--- src/rtl/instr_decoder.sv ---
// Single registered decode stage: instruction word in, ALU/register-file control bundle out.
// Optional illegal-instruction counter output enabled by DEC_ILLEGAL_CNT_EN.
`timescale 1ns/1ps

module instr_decoder #(
  parameter int unsigned NUM_FUNCT  = 9,
  parameter int unsigned MAX_IMM_OP = 6,
  parameter logic [5:0]  HALT_OP    = 6'b111111
) (
  input  logic        clk,
  input  logic        rst,
  input  logic        in_valid,
  input  logic [31:0] in_instr,
  output logic        in_ready,
  input  logic        resume,
  output logic        out_valid,
  input  logic        out_ready,
  output logic [5:0]  alu_opcode,
  output logic [5:0]  alu_funct,
  output logic [15:0] alu_imm,
  output logic [4:0]  rs_addr,
  output logic [4:0]  rt_addr,
  output logic [4:0]  rd_addr,
  output logic        wr_en,
  output logic        illegal,
  output logic        err,
`ifdef DEC_ILLEGAL_CNT_EN
  output logic [15:0] illegal_cnt,
`endif
  output logic        halted
);

  typedef enum logic [0:0] {StRun, StHalted} state_e;

  state_e state;

  logic [5:0]  op;
  logic [5:0]  fn;
  logic        is_r;
  logic        is_i;
  logic        is_halt;
  logic        is_ill;
  logic        accept;

  logic [5:0]  dec_opcode;
  logic [5:0]  dec_funct;
  logic [15:0] dec_imm;
  logic [4:0]  dec_rd;
  logic        dec_wr;

  assign op = in_instr[31:26];
  assign fn = in_instr[5:0];

  // Instruction classification
  always_comb begin
    is_r    = (op == 6'd0) && ({26'd0, fn} < NUM_FUNCT);
    is_i    = (op != 6'd0) && ({26'd0, op} <= MAX_IMM_OP);
    is_halt = (op == HALT_OP) && !is_r && !is_i;
    is_ill  = !(is_r || is_i || is_halt);
  end

  // Field extraction; illegal words keep raw register addresses but zero ALU fields
  always_comb begin
    dec_opcode = 6'd0;
    dec_funct  = 6'd0;
    dec_imm    = 16'd0;
    dec_rd     = in_instr[15:11];
    dec_wr     = 1'b0;
    if (is_r) begin
      dec_funct = fn;
      dec_wr    = 1'b1;
    end else if (is_i) begin
      dec_opcode = op;
      dec_imm    = in_instr[15:0];
      dec_rd     = in_instr[20:16];
      dec_wr     = 1'b1;
    end
    // r0 is hardwired, never written
    if (dec_rd == 5'd0) begin
      dec_wr = 1'b0;
    end
  end

  assign in_ready = !rst && (state == StRun) && (!out_valid || out_ready);
  assign accept   = in_valid && in_ready;

  always_ff @(posedge clk or posedge rst) begin
    if (rst) begin
      state      <= StRun;
      halted     <= 1'b0;
      out_valid  <= 1'b0;
      alu_opcode <= 6'd0;
      alu_funct  <= 6'd0;
      alu_imm    <= 16'd0;
      rs_addr    <= 5'd0;
      rt_addr    <= 5'd0;
      rd_addr    <= 5'd0;
      wr_en      <= 1'b0;
      illegal    <= 1'b0;
      err        <= 1'b0;
    end else begin
      if (accept && !is_halt) begin
        out_valid  <= 1'b1;
        alu_opcode <= dec_opcode;
        alu_funct  <= dec_funct;
        alu_imm    <= dec_imm;
        rs_addr    <= in_instr[25:21];
        rt_addr    <= in_instr[20:16];
        rd_addr    <= dec_rd;
        wr_en      <= dec_wr;
        illegal    <= is_ill;
      end else if (out_ready) begin
        out_valid <= 1'b0;
      end

      unique case (state)
        StRun: begin
          if (accept && is_halt) begin
            state  <= StHalted;
            halted <= 1'b1;
          end
        end
        StHalted: begin
          if (resume) begin
            state  <= StRun;
            halted <= 1'b0;
          end
        end
      endcase

      if (accept && is_ill) begin
        err <= 1'b1;
      end
    end
  end

`ifdef DEC_ILLEGAL_CNT_EN
  always_ff @(posedge clk or posedge rst) begin
    if (rst) begin
      illegal_cnt <= 16'd0;
    end else if (accept && is_ill && (illegal_cnt != 16'hFFFF)) begin
      illegal_cnt <= illegal_cnt + 16'd1;
    end
  end
`endif

endmodule

--- config.mk ---
export PLATFORM = sky130hd
export DESIGN_NAME = instr_decoder
export DESIGN_NICKNAME = d
export VERILOG_FILES = /design/src/rtl/instr_decoder.sv
export SDC_FILE = /design/constraint.sdc
export NUM_CORES = 1
export LEC_CHECK = 0
export ABC_AREA = 1
export BUFFER_PORTS_ARGS = -buffer_cell sky130_fd_sc_hd__buf_2
export CAP_MARGIN = 0
export CORE_ASPECT_RATIO = 1.2
export CORE_UTILIZATION = 43
export DETAILED_ROUTE_END_ITERATION = 10
export PLACE_DENSITY = 0.71
export RECOVER_POWER = 50
export SETUP_SLACK_MARGIN = 0.2
export SLEW_MARGIN = 15
export SYNTH_ARGS = -nofsm -noshare
export SYNTH_HDL_FRONTEND = slang
export SYNTH_SLANG_ARGS = --single-unit
export TNS_END_PERCENT = 100
--- constraint.sdc ---
create_clock -name clk -period 1.25 [get_ports clk]
set_input_delay 0.125 -clock clk [delete_from_list [all_inputs] [get_ports clk]]
set_output_delay 0.125 -clock clk [all_outputs]
set_load 0.01 [all_outputs]
==> impl_metrics.py, run 1 <==
metrics = {
    "outcome": {
        "outcome": "finished, violations left",
        "violations": "negative setup slack",
    },
    "detailed_routing": {
        "wl_um": 5110,
        "drt_iter0_drc": 85,
        "drc": 0,
        "wl_per_cell_um": 12.5,
        "vias": 1909,
        "avgViaCountPerCell": 4.66,
        "drt-pass1-iter-count": 4,
        "drtAntennaViolNets": 0,
    },
    "clock_tree": {
        "cts-htree-levels": 2,
        "clockBufferDepth": 2,
        "clock-sinks": 49,
        "cts_tree": "done",
        "clockRootBuffer": "clkbuf_8",
        "path_clk_slew_ns": 0.09,
        "cts_buffers": 5,
        "clk_latency_ns": 0.31,
    },
    "global_routing": {
        "grt_pass1_vias": 1730,
        "grt_pass1_wl_um": 7980,
        "grtUsageTotal": 0.199,
        "gr-total-overflow": 0,
        "antenna_found_initial": 0,
        "grt_max_degree": 37,
    },
    "power_and_ir_drop": {
        "p_sw_w": 0.00103,
        "finalPower_w": 0.00347,
        "clock_power_share": 0.279,
        "powerDensity_nw_per_um2": 1160,
        "peakVddDrop_uv": 532,
        "comb_power_share": 0.207,
        "switching_share": 0.296,
        "pwr-share-seq": 0.514,
        "p_int_w": 0.00245,
        "p_leak_nw": 1.76,
    },
    "sta": {
        "fin_hold_ws_ns": 0.000383,
        "finClkSkew_ns": 0.00788,
        "setup_viol": 44,
        "max_freq_ghz": 0.740,
        "worst_pin_slew_ns": 0.623,
        "finalHoldViolCount": 0,
        "slew_viol_final": 0,
        "slew_headroom": 0.582,
        "fin_crit_ns": 1.35,
        "min_period_over_period": 1.08,
        "rsz0062_at_grt": "true",
        "setup_ws_ns": -0.100,
    },
    "worst_setup_path": {
        "path_class": "reg -> reg",
        "required_ns": 1.50,
        "cp-start-kind": "flip-flop",
        "r2r_cells": 9,
        "critPathArrivalTime_ns": 1.60,
        "critPathMaxFanout": 8,
        "end_kind": "flip-flop",
    },
    "final_layout": {
        "layout_commonest_cell": "nand2_1",
        "n_fill_cell": 446,
        "antennaDiodeCount": 0,
        "final_cells": 410,
        "final_cell_mix": "96 x nand2_1, 85 x buf_2, 49 x dfrtp_1",
        "fin_nets": 386,
        "area_growth_pct": 36.4,
        "drive_above_1_share": 0.403,
    },
    "logic_synthesis": {
        "yosysSeqAreaShare": 0.560,
        "syn_area_sq_um": 2190,
        "synthCells": 244,
        "ys_top_cells_by_area": "dfrtp_1 56%, nand2_1 17%, nand3_1 5.9%",
        "synth_top_area_frac": 0.560,
        "synth_area_leader_cell": "dfrtp_1",
        "synth_fp_nets": 281,
        "synth_cell_types": 22,
        "avgSynthCellArea_sq_um": 8.97,
        "async_flop_share": 1.00,
        "ys.flop_type": "dfrtp_1",
        "ys_ff_latch": 49,
        "yosys_warnings": 0,
        "synth_edf_count": 0,
    },
    "die": {
        "die-area_sq_um": 5380,
        "die_h_um": 80.2,
        "rows": 28,
        "core-area_sq_um": 4900,
        "io_pins": 86,
        "start_util": 0.446,
        "fp.dieW_um": 67.1,
    },
    "placement": {
        "placed_cells": 393,
        "hpwlAfterDp_um": 3640,
        "finalWeightedCongestion": 0.753,
        "portBuffers": 85,
    },
    "hold_path": {
        "hold_depth": 2,
        "hold_path_class": "in -> reg",
    },
    "flow_run": {
        "maxCapViolCount": 0,
    },
}
flip-flops by register name, indices dropped and copies added, names as in the netlist:
| signal | count |
|---|---|
| rd_addr | 5 |
| rt_addr | 5 |
| halted | 1 |
| rs_addr | 5 |
| alu_imm | 16 |
| out_valid | 1 |
| alu_funct | 6 |
| illegal | 1 |
| wr_en | 1 |
| state | 1 |
| err | 1 |
| alu_opcode | 6 |
routing by layer:
metal | global-route usage | up-vias | part of all wire
li1 | - | 967 | -
met1 | 0.251 | 880 | 0.43
met2 | 0.336 | 56 | 0.50
met3 | 0.0384 | 6 | 0.051
met4 | 0.0638 | 0 | 0.014
met5 | 0 | - | 0
power groups by stage:
stage	sequential [W]	clock, W	combinational (W)
3_5_place_dp	0.00182	0	0.000664
6_report	0.00179	0.000967	0.000720
5_1_grt	0.00180	0.00105	0.000805
3_3_place_gp	0.00182	0	0.000650
4_1_cts	0.00179	0.00100	0.000712
2_1_floorplan	0.00188	0	0.000295
cell families after synthesis:
logic type             after synthesis  share of synthesized area
AOI/OAI and AO/OA                   14                     0.0486
buffers and inverters               36                     0.0886
DFF                                 49                      0.560
and+or+nand+nor                    145                      0.303
final cells by class:
type                    count  area [sq um]  share of cell area
repair buffers            107           701               0.235
inverters                  27           108              0.0360
flip-flops and latches     49          1230               0.411
clock inverters             3          25.0             0.00838
clock buffers               5          68.8              0.0230
multi-input cells         159           783               0.262
well taps                  60          75.1              0.0251
worst max-delay path: stages, from the launching register on:
cell and delay [ns]:
dfrtp_1 0.40, inv_2 0.07, o21ai_2 0.06, nor2_4 0.10
nand2_4 0.07, nor2_4 0.14, buf_4 0.17, clkbuf_16 0.15
nand3_1 0.06, nand2_1 0.07
final timing paths:
kind                                   startpoint                     end  slack, ns
setup / recovery            out_valid$_DFFE_PP0P_  alu_imm[4]$_DFFE_PP0P_      -0.10
setup reg to reg            out_valid$_DFFE_PP0P_  alu_imm[4]$_DFFE_PP0P_      -0.10
min in group asynchronous                     rst  rd_addr[2]$_DFFE_PP0P_       0.45
max in group asynchronous                     rst  alu_imm[3]$_DFFE_PP0P_       0.11
hold / removal                             resume         state$_DFF_PP0_     0.0004
hold reg to reg            alu_imm[9]$_DFFE_PP0P_  alu_imm[9]$_DFFE_PP0P_       0.47
timing repair:
| item | in CTS | in global routing |
|---|---|---|
| buffers inserted | 2 | 2 |
| hold buffers | 2 | 0 |
| endpoints found under the setup margin | 49 | 50 |
| gates cloned | 2 | 1 |
| hold endpoints to repair | 14 | 0 |
| gates resized for setup | 7 | 4 |
stage by stage:
step,setup TNS (ns),setup slack [ns],area [sq um],util
after floorplan,-2.93,-0.0911,2200,-
after global placement,-0.431,-0.0306,2750,0.561
after detailed placement,-1.96,-0.0692,2750,0.561
after CTS,-2.12,-0.0655,2950,0.601
after global routing,-8.11,-0.185,2990,0.609
final,-3.07,-0.100,2990,0.609
Yosys cell counts, types with 3 or more instances:
cell,number
nand3_1,26
nor2_1,8
dfrtp_1,49
inv_1,23
buf_2,3
nand4_1,4
buf_6,4
nand2_1,98
o21ai_2,9
nor2_4,3
o21ai_0,3
No activity file was read; power rests on OpenSTA's default activity.
==> inputs of run 2 (changes only) <==
--- a/config.mk
+++ b/config.mk
@@ -8,7 +8,7 @@
 export ABC_AREA = 1
 export BUFFER_PORTS_ARGS = -buffer_cell sky130_fd_sc_hd__buf_2
 export CAP_MARGIN = 0
-export CORE_ASPECT_RATIO = 1.2
+export CORE_MARGIN = 2
 export CORE_UTILIZATION = 43
 export DETAILED_ROUTE_END_ITERATION = 10
 export PLACE_DENSITY = 0.71
==> impl_metrics.py, run 2 (same netlist as run 1, synthesis figures left out) <==
metrics = {
    "detailed_routing": {
        "wl_per_cell_um": 12.3,
        "avgViaCountPerCell": 4.62,
        "drt-pass1-iter-count": 4,
        "drt_iter0_drc": 126,
        "wl_um": 5170,
        "vias": 1934,
        "drtAntennaViolNets": 0,
        "drc": 0,
    },
    "clock_tree": {
        "cts_buffers": 5,
        "clk_latency_ns": 0.31,
        "clockBufferDepth": 2,
        "cts_tree": "done",
        "cts-htree-levels": 2,
        "clock-sinks": 49,
        "clockRootBuffer": "clkbuf_8",
        "path_clk_slew_ns": 0.10,
    },
    "final_layout": {
        "top_register": "alu_imm",
        "fin_nets": 388,
        "largest_reg_flops": 16,
        "largestRegisters": "alu_imm: 16 flops, alu_funct: 6 flops, alu_opcode: 6 flops",
        "antennaDiodeCount": 0,
        "drive_above_1_share": 0.406,
        "n_fill_cell": 455,
        "fin_util": 0.627,
        "final_cell_mix": "93 x nand2_1, 84 x buf_2, 49 x dfrtp_1",
        "area_growth_pct": 37.9,
        "layout_commonest_cell": "nand2_1",
        "final_cells": 419,
    },
    "global_routing": {
        "grt_pass1_vias": 1846,
        "gr-total-overflow": 0,
        "grtUsageTotal": 0.188,
        "antenna_found_initial": 0,
        "grt_pass1_wl_um": 8030,
        "grt_max_degree": 36,
    },
    "hold_path": {
        "hold_path_class": "in -> reg",
    },
    "sta": {
        "min_period_over_period": 1.07,
        "fin_hold_ws_ns": 0.0159,
        "rsz0062_at_grt": "true",
        "max_freq_ghz": 0.750,
        "fin_crit_ns": 1.33,
        "finalHoldViolCount": 0,
        "worst_pin_slew_ns": 0.649,
        "finClkSkew_ns": 0.00689,
        "setup_ws_ns": -0.0840,
        "slew_headroom": 0.568,
        "fin_tns_setup_ns": -2.24,
        "slew_viol_final": 0,
        "setup_viol": 41,
    },
    "die": {
        "fp.dieW_um": 75.4,
        "io_pins": 86,
        "start_util": 0.455,
        "die_h_um": 75.4,
        "core-area_sq_um": 4820,
        "rows": 25,
        "die-area_sq_um": 5680,
    },
    "power_and_ir_drop": {
        "powerDensity_nw_per_um2": 1150,
        "peakVddDrop_uv": 703,
        "p_leak_nw": 1.77,
    },
    "placement": {
        "dp_slack_ns": -0.0570,
        "placed_cells": 400,
        "portBuffers": 85,
        "finalWeightedCongestion": 0.767,
        "hpwlAfterDp_um": 3600,
    },
    "worst_setup_path": {
        "end_kind": "flip-flop",
        "crit_end": "alu_imm[12]$_DFFE_PP0P_",
        "critPathArrivalTime_ns": 1.54,
        "path_class": "reg -> reg",
        "r2r_cells": 9,
        "r2r_end": "alu_imm[12]$_DFFE_PP0P_",
        "required_ns": 1.46,
        "r2r_start": "out_valid$_DFFE_PP0P_",
        "critPathMaxFanout": 13,
        "cp-start-kind": "flip-flop",
        "worstSetupStartpoint": "out_valid$_DFFE_PP0P_",
        "r2r_slack_ns": -0.08,
    },
    "outcome": {
        "outcome": "finished, violations left",
        "violations": "negative setup slack",
    },
    "flow_run": {
        "maxCapViolCount": 0,
    },
}
[run 2: through the flow]
stage / instance area (sq um) / power (W)
after floorplan: 2200 / 0.00218
after global placement: 2770 / 0.00246
after detailed placement: 2770 / 0.00248
after CTS: 2940 / 0.00348
after global routing: 3020 / 0.00368
final: 3020 / 0.00346
[run 2: worst max-delay path, cell delays in order (launching register included)]
cell and delay (ns):
dfrtp_1 0.40, inv_2 0.06, o21ai_2 0.06, nor2_4 0.11
nand2_4 0.07, nor2_4 0.14, inv_4 0.09, clkbuf_16 0.18
nand2_1 0.06, nand2_1 0.05
[run 2: area by class of cell]
cell class	instances	area (sq um)	area share
clock buffers	5	68.8	0.0228
clock inverters	3	25.0	0.00829
inverters	27	113	0.0373
multi-input cells	159	796	0.264
flip-flops and latches	49	1230	0.406
well taps	67	83.8	0.0278
repair buffers	109	707	0.234
[run 2: what timing repair did]
action / 4_1_cts / 5_1_grt
setup endpoints to repair: 48 / 50
hold endpoints to repair: 54 / 0
pin swaps: 1 / 1
gates resized for setup: 7 / 5
setup buffers: 1 / 2
gates cloned: 0 / 2
hold buffers: 6 / 0
[run 2: layer usage]
layer | wire length (um) | track usage | vias up
met5 | 0 | 0 | -
met4 | 68 | 0.0585 | 0
met3 | 401 | 0.0569 | 7
met2 | 2380 | 0.321 | 66
met1 | 2320 | 0.229 | 889
li1 | - | - | 972
[run 2: power by group]
group	internal, W	switching [W]
Clock	0.000404	0.000557
Sequential	0.00172	0.0000725
Combinational	0.000320	0.000393
Total	0.00244	0.00102
[run 2: worst min path at each step]
| stage | start | end | cells after the start |
|---|---|---|---|
| 2_1_floorplan | rst | alu_funct[0]$_DFFE_PP0P_ | 1 |
| 3_3_place_gp | rst | wr_en$_DFFE_PP0P_ | 3 |
| 5_1_grt | in_instr[22] | rs_addr[1]$_DFFE_PP0P_ | 3 |
| 6_report | in_instr[21] | rs_addr[0]$_DFFE_PP0P_ | 3 |
| 3_5_place_dp | rst | wr_en$_DFFE_PP0P_ | 3 |
| 4_1_cts | in_instr[21] | rs_addr[0]$_DFFE_PP0P_ | 3 |
==> inputs of run 3 (changes only) <==
--- a/config.mk
+++ b/config.mk
@@ -5,11 +5,10 @@
 export SDC_FILE = /design/constraint.sdc
 export NUM_CORES = 1
 export LEC_CHECK = 0
-export ABC_AREA = 1
 export BUFFER_PORTS_ARGS = -buffer_cell sky130_fd_sc_hd__buf_2
 export CAP_MARGIN = 0
 export CORE_MARGIN = 2
-export CORE_UTILIZATION = 43
+export CORE_UTILIZATION = 42
 export DETAILED_ROUTE_END_ITERATION = 10
 export PLACE_DENSITY = 0.71
 export RECOVER_POWER = 50
==> impl_metrics.py, run 3 <==
metrics = {
    "detailed_routing": {
        "vias": 1854,
        "wl_um": 5550,
        "drtAntennaViolNets": 0,
        "drt-pass1-iter-count": 4,
        "drt_iter0_drc": 81,
        "drc": 0,
        "avgViaCountPerCell": 5.24,
        "wl_per_cell_um": 15.7,
    },
    "final_layout": {
        "n_fill_cell": 352,
        "layout_commonest_cell": "buf_2",
        "largest_reg_flops": 16,
        "drive_above_1_share": 0.563,
        "largestRegisters": "alu_imm: 16 flops, alu_funct: 6 flops, alu_opcode: 6 flops",
        "final_cell_mix": "84 x buf_2, 49 x dfrtp_1, 29 x nand2_1",
        "top_register": "alu_imm",
        "area_growth_pct": 56.0,
        "final_cells": 354,
        "antennaDiodeCount": 0,
        "fin_nets": 336,
        "finalInstanceArea_sq_um": 3120,
    },
    "logic_synthesis": {
        "synthSimpleGateAreaFrac": 0.189,
        "synth_edf_count": 0,
        "ys_top_cells_by_area": "dfrtp_1 61%, nand2_1 9.4%, a22o_1 8.7%",
        "yosysSeqAreaShare": 0.612,
        "synthXorXnorAreaFrac": 0,
        "synth_area_leader_cell": "dfrtp_1",
        "syn_area_sq_um": 2000,
        "synth_top_area_frac": 0.612,
        "avgSynthCellArea_sq_um": 11.0,
        "synthAdderAreaFrac": 0,
        "ys.flop_type": "dfrtp_1",
        "yosys-top-cells-count": "50 x nand2_1, 49 x dfrtp_1, 20 x a22o_1, 8 x o21ai_0",
        "synthCells": 182,
        "yosys_warnings": 0,
        "synth_compound_area_frac": 0.133,
        "async_flop_share": 1.00,
        "synth_cell_types": 31,
        "synth_top_family_by_area": "simple AND/OR/NAND/NOR gates",
        "ys_ff_latch": 49,
        "synth_fp_nets": 219,
        "yosysMostFrequentCell": "nand2_1",
        "muxShareOfSynthArea": 0.0300,
    },
    "die": {
        "rows": 25,
        "start_util": 0.430,
        "die_h_um": 73.1,
        "die-area_sq_um": 5340,
        "fp.dieW_um": 73.1,
        "core-area_sq_um": 4660,
        "io_pins": 86,
    },
    "flow_run": {
        "maxCapViolCount": 0,
    },
    "global_routing": {
        "gr-total-overflow": 0,
        "grt_pass1_wl_um": 8780,
        "grt_pass1_vias": 1870,
        "antenna_found_initial": 0,
        "grt_max_degree": 50,
        "grtUsageTotal": 0.217,
    },
    "power_and_ir_drop": {
        "peakVddDrop_uv": 798,
        "pwr-share-seq": 0.486,
        "finalPower_w": 0.00373,
        "powerDensity_nw_per_um2": 1190,
        "p_int_w": 0.00270,
        "p_sw_w": 0.00103,
        "switching_share": 0.277,
        "comb_power_share": 0.209,
        "p_leak_nw": 1.69,
        "clock_power_share": 0.306,
    },
    "worst_setup_path": {
        "max_stage_delay_ns": 0.39,
        "critPathSlowestCell": "dfrtp_1",
        "r2r_start": "out_valid$_DFFE_PP0P_",
        "end_kind": "flip-flop",
        "critPathArrivalTime_ns": 1.65,
        "crit_chain": "nand2b_1, nand4_1, or2_4, buf_12, buf_16, nand2_2, o21ai_2",
        "r2r_end": "rd_addr[2]$_DFFE_PP0P_",
        "critPathMaxFanout": 7,
        "cp-start-kind": "flip-flop",
        "required_ns": 1.45,
        "worstSetupStartpoint": "out_valid$_DFFE_PP0P_",
        "path_class": "reg -> reg",
        "r2r_slack_ns": -0.20,
        "r2r_cells": 7,
        "crit_end": "rd_addr[2]$_DFFE_PP0P_",
    },
    "sta": {
        "fin_tns_setup_ns": -7.18,
        "setup_viol": 48,
        "setup_ws_ns": -0.197,
        "worst_pin_slew_ns": 1.06,
        "fin_crit_ns": 1.45,
        "max_freq_ghz": 0.691,
        "slew_viol_final": 0,
        "finClkSkew_ns": 0.0139,
        "finalHoldViolCount": 0,
        "slew_headroom": 0.295,
        "min_period_over_period": 1.16,
        "rsz0062_at_grt": "true",
    },
    "outcome": {
        "outcome": "finished, violations left",
        "violations": "negative setup slack",
    },
    "hold_path": {
        "hold_path_class": "in -> reg",
        "min_from": "in_instr[23]",
    },
    "clock_tree": {
        "path_clk_slew_ns": 0.10,
        "clk_latency_ns": 0.31,
        "clock-sinks": 49,
        "cts_tree": "done",
        "clockBufferDepth": 2,
        "cts-htree-levels": 2,
        "clockRootBuffer": "clkbuf_8",
        "cts_buffers": 5,
    },
    "placement": {
        "placed_cells": 334,
        "portBuffers": 85,
        "place_area_sq_um": 2640,
        "finalWeightedCongestion": 0.812,
        "hpwlAfterDp_um": 3580,
    },
}
[run 3: changes by cell type after synthesis, sizes merged, moves of 4 or more]
cell	previous run	this run
nand2	99	50
inv	27	3
nand3	28	7
a22o	0	20
mux2i	0	6
and2	0	5
nor2	11	7
o21ai	13	9
[run 3: per-stage QoR]
step | util | hold slack [ns] | setup slack, ns
final | 0.670 | 0.00443 | -0.197
after global routing | 0.670 | -0.00243 | -0.255
after CTS | 0.654 | 0.00270 | -0.153
after detailed placement | 0.567 | 0.320 | -0.305
after global placement | 0.567 | 0.314 | -0.246
after floorplan | - | 0.168 | -0.589
[run 3: cell families (layout without fill, tap and decap cells)]
| logic type | Yosys count | after routing |
|---|---|---|
| buffers and inverters | 12 | 129 |
| multiplexers | 6 | 6 |
| AND/OR/NAND/NOR | 80 | 81 |
| flip-flops | 49 | 49 |
| AO/OA/AOI/OAI | 35 | 35 |
[run 3: power groups by stage]
stage	Combinational (W)	Sequential [W]	Clock, W
global route	0.000850	0.00182	0.00122
detailed placement	0.000593	0.00181	0
floorplan	0.000215	0.00187	0
CTS	0.000738	0.00179	0.00116
global placement	0.000582	0.00181	0
finish	0.000778	0.00181	0.00114
[run 3: worst min path at each step]
stage	cells past startpoint	slack, ns	to
after floorplan	1	0.17	alu_funct[0]$_DFFE_PP0P_
after global placement	3	0.31	rs_addr[1]$_DFFE_PP0P_
after detailed placement	3	0.32	rs_addr[0]$_DFFE_PP0P_
after CTS	2	0.003	state$_DFF_PP0_
after global routing	3	-0.002	rs_addr[2]$_DFFE_PP0P_
final	3	0.004	rs_addr[2]$_DFFE_PP0P_
[run 3: critical path, delay by kind of cell (launching register included)]
kind | cells | cell delay [ns]
flops | 1 | 0.39
buf+inv | 2 | 0.29
simple gates | 4 | 0.63
compound gates | 1 | 0.05
[run 3: per-layer routing]
layer / part of all wire / up-vias / routed length [um] / GRT usage
li1: - / 871 / - / -
met1: 0.42 / 912 / 2350 / 0.261
met2: 0.51 / 61 / 2850 / 0.375
met3: 0.050 / 10 / 280 / 0.0608
met4: 0.013 / 0 / 74 / 0.0658
met5: 0 / - / 0 / 0
[run 3: area by class of cell]
type	count	area, sq um	area share
Inverter	3	12.5	0.00400
Sequential cell	49	1230	0.392
Tap cell	54	67.6	0.0216
Multi-Input combinational cell	122	870	0.278
Clock buffer	5	68.8	0.0220
Timing Repair Buffer	118	836	0.268
Clock inverter	3	43.8	0.0140
[run 3: what timing repair did]
item	in CTS	in global routing
pin swaps	47	11
hold buffers	0	0
setup endpoints to repair	49	50
setup buffers	4	2
gates cloned	6	0
gates resized for setup	51	19
